<file path="src/rtl/xdatabus_arbiter.sv">
`default_nettype none
// ============================================================================
//  Module   : xdatabus_arbiter
//  Brief    : Round-robin arbiter sharing one DMA native databus port between
//             N_REQ databus masters. A granted requester owns the port for a
//             full burst of len+1 beats, after which priority rotates to the
//             next index.
//  Revision : 1.0 - initial release
// ============================================================================
module xdatabus_arbiter #(
    parameter int N_REQ     = 3,
    parameter int ADDR_W    = 32,
    parameter int DATABUS_W = 256,
    parameter int LEN_W     = 8
) (
    input  logic                           clk,
    input  logic                           rst,
    input  logic                           clear,
    input  logic [N_REQ-1:0]               req_valid,
    input  logic [N_REQ*ADDR_W-1:0]        req_addr,
    input  logic [N_REQ*DATABUS_W-1:0]     req_wdata,
    input  logic [N_REQ*DATABUS_W/8-1:0]   req_wstrb,
    input  logic [N_REQ*LEN_W-1:0]         req_len,
    output logic [N_REQ-1:0]               req_ready,
    output logic [DATABUS_W-1:0]           req_rdata,
    output logic                           m_valid,
    output logic [ADDR_W-1:0]              m_addr,
    output logic [DATABUS_W-1:0]           m_wdata,
    output logic [DATABUS_W/8-1:0]         m_wstrb,
    output logic [LEN_W-1:0]               m_len,
    input  logic [DATABUS_W-1:0]           m_rdata,
    input  logic                           m_ready,
    output logic [$clog2(N_REQ)-1:0]       grant,
    output logic                           busy
);

    localparam int C_GRANT_W = $clog2(N_REQ);
    localparam int C_STRB_W  = DATABUS_W / 8;

    typedef enum logic [0:0] {
        ST_IDLE = 1'b0,
        ST_BUSY = 1'b1
    } state_t;

    state_t                 r_state;
    state_t                 w_state_nxt;
    logic [C_GRANT_W-1:0]   r_ptr;
    logic [C_GRANT_W-1:0]   w_ptr_nxt;
    logic [C_GRANT_W-1:0]   r_grant;
    logic [C_GRANT_W-1:0]   w_grant_nxt;
    logic [LEN_W-1:0]       r_len_q;
    logic [LEN_W-1:0]       w_len_nxt;
    logic [LEN_W:0]         r_beat_cnt;
    logic [LEN_W:0]         w_beat_nxt;
    logic [C_GRANT_W-1:0]   w_sel;
    logic                   w_sel_found;
    logic                   w_beat;
    logic [C_GRANT_W-1:0]   w_grant_inc;

    // Per-requester views of the flattened request buses
    logic [ADDR_W-1:0]      w_addr_a  [N_REQ];
    logic [DATABUS_W-1:0]   w_wdata_a [N_REQ];
    logic [C_STRB_W-1:0]    w_wstrb_a [N_REQ];
    logic [LEN_W-1:0]       w_len_a   [N_REQ];

    for (genvar gi = 0; gi < N_REQ; gi++) begin : g_unpack
        assign w_addr_a[gi]  = req_addr[gi*ADDR_W +: ADDR_W];
        assign w_wdata_a[gi] = req_wdata[gi*DATABUS_W +: DATABUS_W];
        assign w_wstrb_a[gi] = req_wstrb[gi*C_STRB_W +: C_STRB_W];
        assign w_len_a[gi]   = req_len[gi*LEN_W +: LEN_W];
    end

    // Round-robin pick: first valid index at or after r_ptr, wrapping.
    // Scanning from the far end lets the entry nearest r_ptr win last.
    always_comb begin : p_select
        logic [C_GRANT_W:0] v_idx;
        w_sel_found = 1'b0;
        w_sel       = '0;
        v_idx       = '0;
        for (int k = N_REQ - 1; k >= 0; k--) begin
            v_idx = {1'b0, r_ptr} + (C_GRANT_W+1)'(k);
            if (v_idx >= (C_GRANT_W+1)'(N_REQ)) begin
                v_idx = v_idx - (C_GRANT_W+1)'(N_REQ);
            end
            if (req_valid[v_idx[C_GRANT_W-1:0]]) begin
                w_sel_found = 1'b1;
                w_sel       = v_idx[C_GRANT_W-1:0];
            end
        end
    end

    // Priority moves to the requester right after the finishing owner
    assign w_grant_inc = (r_grant == C_GRANT_W'(N_REQ - 1)) ? '0 : r_grant + 1'b1;

    // Next-state logic and port muxing for the two-state grant FSM
    always_comb begin
        w_state_nxt = r_state;
        w_ptr_nxt   = r_ptr;
        w_grant_nxt = r_grant;
        w_len_nxt   = r_len_q;
        w_beat_nxt  = r_beat_cnt;
        w_beat      = 1'b0;
        busy        = 1'b0;
        m_valid     = 1'b0;
        m_addr      = '0;
        m_wdata     = '0;
        m_wstrb     = '0;
        m_len       = r_len_q;
        req_ready   = '0;
        req_rdata   = m_rdata;

        case (r_state)
            ST_IDLE: begin
                if (w_sel_found) begin
                    w_state_nxt = ST_BUSY;
                    w_grant_nxt = w_sel;
                    w_len_nxt   = w_len_a[w_sel];
                    w_beat_nxt  = '0;
                end
            end
            ST_BUSY: begin
                busy               = 1'b1;
                m_valid            = req_valid[r_grant];
                m_addr             = w_addr_a[r_grant];
                m_wdata            = w_wdata_a[r_grant];
                m_wstrb            = w_wstrb_a[r_grant];
                req_ready[r_grant] = m_ready;
                w_beat             = req_valid[r_grant] & m_ready;
                if (w_beat) begin
                    w_beat_nxt = r_beat_cnt + 1'b1;
                    if (r_beat_cnt == {1'b0, r_len_q}) begin
                        w_state_nxt = ST_IDLE;
                        w_ptr_nxt   = w_grant_inc;
                    end
                end
            end
            default: begin
                w_state_nxt = ST_IDLE;
            end
        endcase
    end

    // State and burst bookkeeping registers; reset and clear both abort
    always_ff @(posedge clk) begin
        if (!rst || clear) begin
            r_state    <= ST_IDLE;
            r_ptr      <= '0;
            r_grant    <= '0;
            r_len_q    <= '0;
            r_beat_cnt <= '0;
        end else begin
            r_state    <= w_state_nxt;
            r_ptr      <= w_ptr_nxt;
            r_grant    <= w_grant_nxt;
            r_len_q    <= w_len_nxt;
            r_beat_cnt <= w_beat_nxt;
        end
    end

    assign grant = r_grant;

endmodule
`default_nettype wire

</file>
<file path="config.mk">
export PLATFORM = sky130hd
export DESIGN_NAME = xdatabus_arbiter
export DESIGN_NICKNAME = d
export VERILOG_FILES = /design/src/rtl/xdatabus_arbiter.sv
export SDC_FILE = /design/constraint.sdc
export NUM_CORES = 1
export LEC_CHECK = 0
export ABC_AREA = 1
export CAP_MARGIN = 40
export CORE_AREA = 3 3 710 712
export CTS_CLUSTER_DIAMETER = 120
export DETAILED_ROUTE_END_ITERATION = 8
export DIE_AREA = 0 0 713 715
export GPL_ROUTABILITY_DRIVEN = 0
export GPL_TIMING_DRIVEN = 0
export SKIP_CTS_REPAIR_TIMING = 1
export SLEW_MARGIN = 25
export SYNTH_ARGS = -nofsm -noshare
export SYNTH_HDL_FRONTEND = slang
export SYNTH_SLANG_ARGS = --single-unit
</file>
<file path="constraint.sdc">
create_clock -name clk -period 1.9 [get_ports clk]
set_clock_uncertainty 0.05 [all_clocks]
set_input_delay 0.38 -clock clk [delete_from_list [all_inputs] [get_ports clk]]
set_output_delay 0.38 -clock clk [all_outputs]
set_load 0.02 [all_outputs]
</file>
[Word level (Yosys, flattened, before mapping)]
Cells that the tools add are included.
Operators by class
  add/subtract/negate cells: 7
  order comparisons: 10
  equal/unequal tests: 4
  multiplexer cells: 45
  bitwise operators: 5
  reductions and logical operators: 6
Operators by type and width (count)
  2-to-1 mux 256 bit: 3
  binary-select mux 256 bit (select 2 bit): 1
  2-to-1 mux 32 bit: 6
  binary-select mux 32 bit (select 2 bit): 2
  2-to-1 mux 9 bit: 2
  one-hot mux 9 bit (2 select lines): 1
  binary-select mux 8 bit (select 2 bit): 1
  2-to-1 mux 8 bit: 2
  2-to-1 mux 2 bit: 7
  2-to-1 mux 1 bit: 13
  < comparator 2 x 3 -> 1 bit, second input constant: 4
  adder 9 x 1 -> 9 bit, second input constant: 1
  == test 9 x 8 -> 1 bit: 1
  binary-select mux 1 bit (select 2 bit): 4
  >= comparator 3 x 2 -> 1 bit, second input constant: 2
  >= comparator 3 bit, second input constant: 2
  inverter 2 -> 3 bit: 2
  subtractor 2 bit, second input constant: 3
  AND reduction 2 bit: 2
  adder 2 x 1 -> 3 bit, second input constant: 1
  adder 2 x 2 -> 3 bit, second input constant: 1
  bitwise AND 3 bit: 1
  2-to-1 mux 3 bit: 1
  AND reduction 3 bit: 1
  13 further kinds: 13
Word-level totals
  flip-flop bits (word level): 22
  output and inout port bits: 591
  logic and storage cells: 82

[Depth between registers and ports, before layout]
  depth in word-level cells: 12
  mapped depth: 13

[Worst setup path before layout]
No wires, ideal clock.
  kind: reg-to-output
  start: reg r_grant[0] (netlist: grant[0])
  end: out m_wdata[158]
  data arrival time: 1.596 ns
  path slack: -0.126 ns
  cell stages (with the launch flop): 9
  buffers on the path: 2
  cells stage by stage: dfxtp_1 nand2_1 clkinv_1 clkbuf_1 clkbuf_1 nand2_1 nand3_1 nand2_1 inv_1
Between the ends
  word-level cells in the longest chain between the ends: 5
RTL lines
  start: declaration: RTL line 49  | logic [C_GRANT_W-1:0] r_grant;
  start signal: assignment: RTL line 154  | r_grant <= w_grant_nxt;
  inverter 2 -> 3 bit (implied by the code): RTL line 125  | m_wdata = w_wdata_a[r_grant];
  binary-select mux 256 bit (select 2 bit): RTL line 125
  2-to-1 mux 256 bit (implied by the code) (2 in a row): RTL line 125
  2-to-1 mux 256 bit: RTL line 112  | case (r_state)
  end: declaration: RTL line 28  | output logic [DATABUS_W-1:0] m_wdata,
No other way between the ends. The select of a mux whose other input is x is not followed.

[Final worst setup path]
  start: reg r_grant[0] (netlist: grant[0])
  end: out m_addr[1]
Between the ends
  word-level cells in the longest chain between the ends: 5
RTL lines
  inverter 2 -> 3 bit (implied by the code): RTL line 124  | m_addr = w_addr_a[r_grant];
  binary-select mux 32 bit (select 2 bit): RTL line 124
  2-to-1 mux 32 bit (implied by the code) (2 in a row): RTL line 124
  2-to-1 mux 32 bit: RTL line 112
  end: declaration: RTL line 27  | output logic [ADDR_W-1:0] m_addr,
No other way between the ends. The select of a mux whose other input is x is not followed.

==> metrics.yaml <==
total_leakage_power_nw: 19.36
syn-num-nets: 3845
viasPerCell: 2.405
synth-edff-count: 0
arrival_ps: 2710
place_inst: 10890
syn_to_final_growth_pct: 261.1
cts_made_buffers: 3
die_y_um: 715
num_rows: 259
wl_per_cell_um: 39.03
cts_sinks: 22
setup_slack_ps: -1244
synth-seq-cells: 22
worst_pin_slew_ps: 847.4
portBuffers: 1581
start_util_pct: 2.355
fp.dieW_um: 713
rsz0062_at_grt: "yes"
vias: 26701
synthFlopType: "dfxtp_1"
wirelength_mm: 433.4
ios: 1838
synth_warnings: 0
grt_use_total_pct: 16.07
required_ps: 1470
fillerInstances: 58452
dr.max_layer_used: "met5"
netlist.top_cell.by_area: "nand2_1"
synth_top_area_share_pct: 42.55
nets: 5575
drc: 0
finalSetupViolations: 350
drtIter0Drc: 2008
max_slew_margin_pct: 43.90
finalCritPeriodShare_pct: 165.5
synth.most_common_cell: "nand2_1"
power_density_nw_per_um2: 321.2
wl_met2_mm: 197.3
grt_max_degree: 12
cts_tree: "built"
synth-async-reset-ratio_pct: 0
worstSetupStartpointType: "flip-flop"
max_cap_viol_count: 0
utilization_pct: 8.504
fmax_mhz: 318.0
met3_wirelength_mm: 59.19
drive_above_1_share_pct: 28.07
avgSynthCellArea_um2: 4.520
netlist_area_um2: 11720
min_period_ps: 3144
htreeDepth: 1
clockBufferDepth: 2
final_hold_viol_count: 0
cts.clk_slew.worst_paths_ps: 60
cpMaxStageDelayCell: "dfxtp_4"
status: "finished, violations left"
final_antenna_net_count: 0
dieArea_um2: 509800
path_delay_family: "buffers and inverters"
dp_hpwl_mm: 413.9
slew_violations: 0
grt_pass1_vias: 23858
critPathBufInv: 10
cts-root-buf: "clkbuf_16"
netlist-cell-type-count: 29
instances_no_fill: 11104
dr.pass1.iters: 6
yosys-top-cells-count: "1,329 x nand2_1, 369 x inv_1, 358 x nand3_1"
postSynthCellCount: 2594
insertion_delay_ps: 260
synth_seq_area_share_pct: 3.757
max-vdd-ir-drop_uv: 261.0
crit_chain: "inv_2 -> nand2_2 -> clkinvlp_4 -> buf_12 -> buf_16 -> buf_12 -> buf_16 -> buf_16 -> buf_16 -> nand2_4 -> nand3_4 -> nand2_2 -> inv_2 -> buf_6"
hp-class: "flip-flop to flip-flop"
drt-met1-wl_mm: 157.0
critical_path.max_stage_delay_ps: 400
grt_overflow: 0
synth_area_leaders: "nand2_1 43%, buf_4 16%, nand3_1 15%"
violations: "negative setup slack"
core_um2: 497800
antenna_found_initial: 500
cp_max_fo: 7
critPathCaptureType: "output port"
cp_common_cell: "buf_16"
critPathKind: "flip-flop to output port"
grt_pass1_wl_mm: 477.4
==> logic make-up after synthesis <==
group / count (synthesis) / synth area share [%]
flops: 22 / 3.757
buf+inv: 776 / 33.20
compound gates: 37 / 1.804
xor+xnor: 8 / 0.5977
simple gates: 1747 / 60.21
fa+ha+maj: 4 / 0.4269
==> power breakdown <==
part           leakage [nW]  switching, mW  internal (mW)
Clock                0.0378          0.173          0.278
Combinational          19.1           7.38           5.27
Sequential            0.180         0.0241          0.476
Total                  19.4           7.58           6.02
==> worst reg2reg max path, cell delays in order (launching register included) <==
cell,delay [ps]
dfxtp_1,360
inv_1,80
ha_1,330
inv_1,160
nand2_1,90
nand3_1,110
nand2_1,140
nand3_2,140
nand2_4,110
nor2_2,320
nand3_1,170
a21oi_1,150
==> layout make-up <==
cell class | instances | area [um^2] | area share (%)
Clock buffer | 3 | 75.07 | 0.1773
Timing Repair Buffer | 1726 | 18400 | 43.47
Sequential cell | 22 | 447.9 | 1.058
Antenna cell | 127 | 317.8 | 0.7508
Inverter | 375 | 1420 | 3.355
Multi-Input combinational cell | 1796 | 9874 | 23.33
Buffer | 400 | 3468 | 8.193
Tap cell | 6655 | 8327 | 19.67
==> final timing paths <==
path / end / from / slack [ps] / depth (start not counted)
min reg2reg: r_ptr[0] / r_ptr[0] / 480 / 2
min: r_ptr[0] / r_ptr[0] / 480 / 2
max: m_addr[1] / grant[0] / -1240 / 14
max reg2reg: m_len[2] / r_ptr[0] / -380 / 11
==> flip-flops by register name, indices dropped and copies added, names as in the netlist <==
name,count
m_len,8
grant,2
r_beat_cnt,9
r_state,1
r_ptr,2
==> per-layer routing <==
| layer | up-vias | GRT usage (%) |
|---|---|---|
| met2 | 2239 | 26.93 |
| met4 | 236 | 3.965 |
| met5 | - | 0.01867 |
| met3 | 895 | 9.645 |
| li1 | 11093 | - |
| met1 | 12238 | 17.10 |
==> stage by stage <==
stage	power (mW)	worst slack (ps)	setup TNS, ps	hold slack [ps]	instance area [um^2]
6_report	13.60	-1244	-297890	477.8	42330
5_1_grt	14.34	-1340	-336620	492.7	42170
4_1_cts	12.59	-3263	-789600	476.7	37200
3_5_place_dp	12.09	-2980	-695290	468.0	37120
3_3_place_gp	11.61	-5601	-1334000	454.6	35950
2_1_floorplan	3.574	-33.83	-2368	432.3	11800
==> cell usage in the layout, fill, tap and decap left out, types with 41 or more instances in the layout <==
cell type	n
clkbuf_4	44
inv_1	318
nand3_4	97
buf_12	83
nor2_1	42
inv_2	53
buf_4	338
nand2_4	85
buf_6	110
nand2_1	1075
diode_2	127
clkbuf_2	72
nand3_1	229
dlymetal6s2s_1	92
nand2_2	170
buf_16	41
clkdlybuf4s50_1	1267
No activity file was read; power rests on OpenSTA's default activity.
